$ cat src/rtl/adc_mon_pkg.sv
// Shared constants, FSM state type and helpers for the ADC sample monitor.
package adc_mon_pkg;

  localparam int unsigned ADC_W = 12;
  localparam int unsigned CNT_W = 4;

  typedef enum logic [1:0] {
    IDLE  = 2'd0,
    ACCUM = 2'd1,
    EVAL  = 2'd2
  } mon_state_e;

  // Increment that holds at lim once reached.
  function automatic logic [CNT_W-1:0] sat_inc(input logic [CNT_W-1:0] v,
                                              input logic [CNT_W-1:0] lim);
    return (v >= lim) ? lim : v + CNT_W'(1);
  endfunction

endpackage

$ cat src/rtl/adc_window_avg.sv
// Windowed accumulator: sums 2^N_AVG_LOG2 samples and publishes the truncated mean.
module adc_window_avg
  import adc_mon_pkg::*;
#(
  parameter int unsigned N_AVG_LOG2 = 4
) (
  input  logic             clk,
  input  logic             rst,
  input  logic [ADC_W-1:0] sample_in,
  input  logic             sample_valid,
  output logic [ADC_W-1:0] avg_out,
  output logic             avg_valid,
  output logic             win_done_c
);

  localparam int unsigned ACC_W  = ADC_W + N_AVG_LOG2;
  localparam int unsigned SCNT_W = N_AVG_LOG2 + 1;
  localparam logic [SCNT_W-1:0] WIN_LEN = SCNT_W'(1) << N_AVG_LOG2;

  logic [ACC_W-1:0]  acc;
  logic [ACC_W-1:0]  acc_sum_c;
  logic [SCNT_W-1:0] cnt;
  logic [SCNT_W-1:0] cnt_inc_c;

  assign acc_sum_c  = acc + ACC_W'(sample_in);
  assign cnt_inc_c  = cnt + SCNT_W'(1);
  assign win_done_c = sample_valid && (cnt_inc_c == WIN_LEN);

  // Completing sample closes the window and restarts it on the same edge.
  always_ff @(posedge clk or negedge rst) begin
    if (!rst) begin
      acc       <= '0;
      cnt       <= '0;
      avg_out   <= '0;
      avg_valid <= 1'b0;
    end else begin
      avg_valid <= 1'b0;
      if (sample_valid) begin
        if (win_done_c) begin
          acc       <= '0;
          cnt       <= '0;
          avg_out   <= ADC_W'(acc_sum_c >> N_AVG_LOG2);
          avg_valid <= 1'b1;
        end else begin
          acc <= acc_sum_c;
          cnt <= cnt_inc_c;
        end
      end
    end
  end

endmodule

$ cat src/rtl/adc_sample_monitor.sv
// ADC sample monitor: window averaging with range check, consecutive-violation
// counter and sticky fault flag.
module adc_sample_monitor
  import adc_mon_pkg::*;
#(
  parameter int unsigned N_AVG_LOG2   = 4,
  parameter int unsigned FAULT_CONSEC = 3
) (
  input  logic             clk,
  input  logic             rst,
  input  logic [ADC_W-1:0] sample_in,
  input  logic             sample_valid,
  input  logic [ADC_W-1:0] thr_low,
  input  logic [ADC_W-1:0] thr_high,
  input  logic             fault_clr,
  output logic [ADC_W-1:0] avg_out,
  output logic             avg_valid,
  output logic             fault,
  output logic [CNT_W-1:0] consec_cnt
);

  localparam logic [CNT_W-1:0] CONSEC_LIM = CNT_W'(FAULT_CONSEC);

  mon_state_e       state;
  mon_state_e       state_next;
  logic [CNT_W-1:0] consec_next;
  logic             fault_next;
  logic             oor_c;
  logic [CNT_W-1:0] inc_c;
  logic             set_c;
  logic             win_done_c;

  adc_window_avg #(
    .N_AVG_LOG2 (N_AVG_LOG2)
  ) u_window_avg (
    .clk          (clk),
    .rst          (rst),
    .sample_in    (sample_in),
    .sample_valid (sample_valid),
    .avg_out      (avg_out),
    .avg_valid    (avg_valid),
    .win_done_c   (win_done_c)
  );

  always_ff @(posedge clk or negedge rst) begin
    if (!rst) begin
      state      <= IDLE;
      consec_cnt <= '0;
      fault      <= 1'b0;
    end else begin
      state      <= state_next;
      consec_cnt <= consec_next;
      fault      <= fault_next;
    end
  end

  // Next state plus range evaluation; a set condition outranks fault_clr.
  always_comb begin
    state_next  = state;
    consec_next = consec_cnt;
    fault_next  = fault;
    oor_c       = 1'b0;
    inc_c       = '0;
    set_c       = 1'b0;

    unique case (state)
      IDLE:    if (sample_valid) state_next = win_done_c ? EVAL : ACCUM;
      ACCUM:   if (win_done_c) state_next = EVAL;
      EVAL:    state_next = ACCUM;
      default: state_next = IDLE;
    endcase

    if (state == EVAL) begin
      oor_c = (avg_out < thr_low) || (avg_out > thr_high);
      inc_c = oor_c ? sat_inc(consec_cnt, CONSEC_LIM) : '0;
      set_c = oor_c && (inc_c == CONSEC_LIM);
    end

    if (fault_clr && set_c) begin
      fault_next  = 1'b1;
      consec_next = inc_c;
    end else if (fault_clr) begin
      fault_next  = 1'b0;
      consec_next = '0;
    end else if (state == EVAL) begin
      consec_next = inc_c;
      fault_next  = fault | set_c;
    end
  end

endmodule

$ cat config.mk
export PLATFORM = sky130hd
export DESIGN_NAME = adc_sample_monitor
export DESIGN_NICKNAME = d
export VERILOG_FILES = /design/src/rtl/adc_mon_pkg.sv /design/src/rtl/adc_window_avg.sv /design/src/rtl/adc_sample_monitor.sv
export SDC_FILE = /design/constraint.sdc
export NUM_CORES = 1
export LEC_CHECK = 0
export ABC_AREA = 1
export BUFFER_PORTS_ARGS = -buffer_cell sky130_fd_sc_hd__clkbuf_2
export CORE_ASPECT_RATIO = 0.9
export CORE_UTILIZATION = 51
export DETAILED_ROUTE_END_ITERATION = 12
export MAX_ROUTING_LAYER = met4
export PLACE_DENSITY = 0.77
export SLEW_MARGIN = 10
export SYNTH_ARGS = -nofsm -noshare
export SYNTH_HDL_FRONTEND = slang
export SYNTH_SLANG_ARGS = --single-unit
$ cat constraint.sdc
create_clock -name clk -period 1.7 [get_ports clk]
set_input_delay 0.34 -clock clk [delete_from_list [all_inputs] [get_ports clk]]
set_output_delay 0.34 -clock clk [all_outputs]
set_load 0.03 [all_outputs]
==> impl_metrics.json <==
{
  "worstPathRequired_ns": 1.90,
  "final.period_utilization_pct": 107,
  "h-tree-depth": 2,
  "p_leak_nw": 2.25,
  "synth_nets": 481,
  "numPortBuffers": 57,
  "worstReg2RegEnd": "u_window_avg.acc[12]$_DFFE_PN0P_",
  "drt-vias-per-instance": 5.00,
  "pre_cts_ws_ns": -0.173,
  "cts_num_sinks": 41,
  "num_vias": 2823,
  "clk-insertion-delay-late_ns": 0.30,
  "synth_area_um2": 3010,
  "ys_seq_area_share_pct": 34.0,
  "grt_pass1_vias": 2553,
  "min-delay-path-class": "input pin to async pin",
  "worst_setup_path_end_kind": "register",
  "crit_arrival_ns": 2.01,
  "slew_headroom_pct": 65.6,
  "syn2layout_area_growth_pct": 33.4,
  "powerDensity_nw_per_um2": 1500,
  "die-height_um": 74.9,
  "drc": 0,
  "pin_count": 58,
  "rsz0062_at_grt": "yes",
  "fin_worst_skew_ns": 0.00963,
  "ir_drop_mv": 0.983,
  "rows": 26,
  "postPlaceCellArea_um2": 3520,
  "finalSetupViolCount": 13,
  "root_buffer": "clkbuf_8",
  "die_area_um2": 6220,
  "violations": "negative setup slack",
  "cts_tree": "done",
  "worst_pin_slew_ns": 0.516,
  "die_width_um": 83.0,
  "clk_pin_slew_worst_paths_ns": 0.09,
  "routed_wl_um": 7100,
  "yosysWarnings": 0,
  "synth_seq_cells": 41,
  "status": "finished, violations left",
  "fin_ws_ns": -0.117,
  "grt_pass1_wl_um": 11300,
  "synth_area_leader_cell": "dfrtp_1",
  "whs_ns": 0.0903,
  "rr_startpoint": "u_window_avg.acc[0]$_DFFE_PN0P_",
  "initial_core_util_pct": 52.9,
  "drtPass1Iterations": 4,
  "cts_buffers": 5,
  "maxSlewViolCount": 0,
  "period_needed_ns": 1.82,
  "synthTopCellsByArea": "dfrtp_1 34%, nand2_1 16%, ha_1 15%, inv_1 8.0%, nand3_1 3.7%",
  "fmax_ghz": 0.550,
  "startpoint_type": "register",
  "wire_per_inst_um": 12.6,
  "layout-drive-gt1-share_pct": 32.9,
  "cts_buffer_depth": 2,
  "gp_congestion": 0.925,
  "synth.avg_cell_area_um2": 7.48,
  "hold_violations": 0,
  "r2r_slack_ns": -0.12,
  "synth_cell_type_count": 32,
  "postRouteAntennaNets": 0,
  "r2r_cells": 10,
  "grt_max_degree": 42,
  "crit_path_max_fanout": 3,
  "critPathKind": "register to register",
  "synth_top_cell_area_share_pct": 34.0,
  "initialDrtViolationCount": 167,
  "postSynthCellCount": 403,
  "track_usage_pct": 23.5,
  "diodes": 0,
  "antenna_found_initial": 0,
  "dp_hpwl_um": 5130,
  "design_area_um2": 4020,
  "core_um2": 5690,
  "nets": 572,
  "gr-total-overflow": 0,
  "maxCapViolCount": 0
}
-- layout make-up --
cell class / count / area [um^2]
clock buffer: 5 / 68.8
clock inverter: 3 / 46.3
fill: 444 / 1670
inverter: 66 / 258
multi-input combinational: 293 / 2020
sequential: 41 / 1030
tap: 70 / 87.6
timing repair buffer: 87 / 514
-- per-layer routing --
| layer | vias to the layer above | routed length [um] | GRT usage [%] |
|---|---|---|---|
| met5 | - | 0 | - |
| met4 | 0 | 93 | 5.56 |
| met3 | 9 | 326 | 3.51 |
| met2 | 76 | 3390 | 39.8 |
| met1 | 1276 | 3290 | 30.4 |
| li1 | 1462 | - | - |
-- power breakdown --
part           internal, W  switching (W)  leakage, nW
combinational      0.00160        0.00195         1.67
sequential         0.00130       0.000349        0.526
clock             0.000440       0.000366       0.0543
total              0.00335        0.00267         2.25
-- what timing repair did --
action,in CTS,in global routing
setup endpoints to repair,24,28
pin swaps,2,19
resized for setup,14,45
buffers inserted,1,9
hold buffers,0,0
-- logic make-up (layout without fill, tap and decap cells) --
group,count (synthesis),in the layout,synth area share (%)
simple gates,194,194,27.4
buf+inv,69,161,9.09
flops,41,41,34.0
compound gates,52,52,10.6
fa+ha+maj,38,38,16.0
xor+xnor,9,9,2.86
-- how the worst max path moves through the flow --
| stage | from | to | slack [ns] | cells after the start |
|---|---|---|---|---|
| 4_1_cts | u_window_avg.acc[0]$_DFFE_PN0P_ | u_window_avg.acc[10]$_DFFE_PN0P_ | -0.08 | 11 |
| 3_5_place_dp | sample_in[0] | u_window_avg.acc[10]$_DFFE_PN0P_ | -0.17 | 12 |
| 2_1_floorplan | sample_in[0] | u_window_avg.acc[10]$_DFFE_PN0P_ | 0.05 | 11 |
| 5_1_grt | u_window_avg.acc[0]$_DFFE_PN0P_ | u_window_avg.acc[12]$_DFFE_PN0P_ | -0.21 | 10 |
| 6_report | u_window_avg.acc[0]$_DFFE_PN0P_ | u_window_avg.acc[12]$_DFFE_PN0P_ | -0.12 | 10 |
| 3_3_place_gp | sample_in[0] | u_window_avg.avg_out[6]$_DFFE_PN0P_ | -0.12 | 12 |
-- flip-flops by register name, indices dropped and copies added, names as in the netlist --
signal	cells
state	2
consec_cnt	4
u_window_avg.cnt	5
u_window_avg.acc	16
u_window_avg.avg_valid	1
u_window_avg.avg_out	12
fault	1
-- synth_stat cells, drive strengths merged --
cell    instances
a21o            2
a21oi          19
a22o            1
a22oi           1
buf             3
dfrtp          41
fa              1
ha             37
inv            66
nand2         132
nand2b          2
nand3          22
nand3b          4
nand4           4
nor2           28
o21ai          25
o21bai          3
o22ai           1
or2             2
xnor2           2
xor2            7
-- through the flow --
stage                     TNS (ns)  total power, W  instances  util, %
after floorplan                  0         0.00357        403        -
after global placement       -1.34         0.00439        547     61.9
after detailed placement     -2.35         0.00445        547     61.9
after CTS                   -0.290         0.00543        556     65.3
after global routing         -2.48         0.00651        565     70.6
final                       -0.818         0.00602        565     70.6
-- critical path: stages (launching register included) --
cell      delay [ns]
dfrtp_1         0.38
ha_2            0.20
inv_2           0.04
fa_2            0.36
o21ai_4         0.17
nand2_1         0.10
nand2_2         0.12
a21oi_2         0.08
nand2b_4        0.14
nand3_1         0.07
nand2_1         0.05
-- placed cells by master, fill, tap and decap left out, types with 3 or more instances in the layout --
cell      netlist  layout
o21ai_0        15      12
nor2_2          1       5
xor2_2          1       4
nand3_1        22      17
nand2_2         0      12
o21ai_2         8       8
ha_4            0      10
a21oi_2         1       6
dfrtp_1        41      40
nand3b_1        4       4
inv_1          64      62
xor2_1          6       3
clkbuf_2        0      57
a21oi_1        18      11
nand3_2         0       4
o21ai_1         2       4
buf_4           1      29
nand2_1       131     118
nand4_1         4       4
nor2_1         25      21
ha_1           37      26
clkbuf_8        0       5
Note: power is estimated with default switching activity, not from simulation.
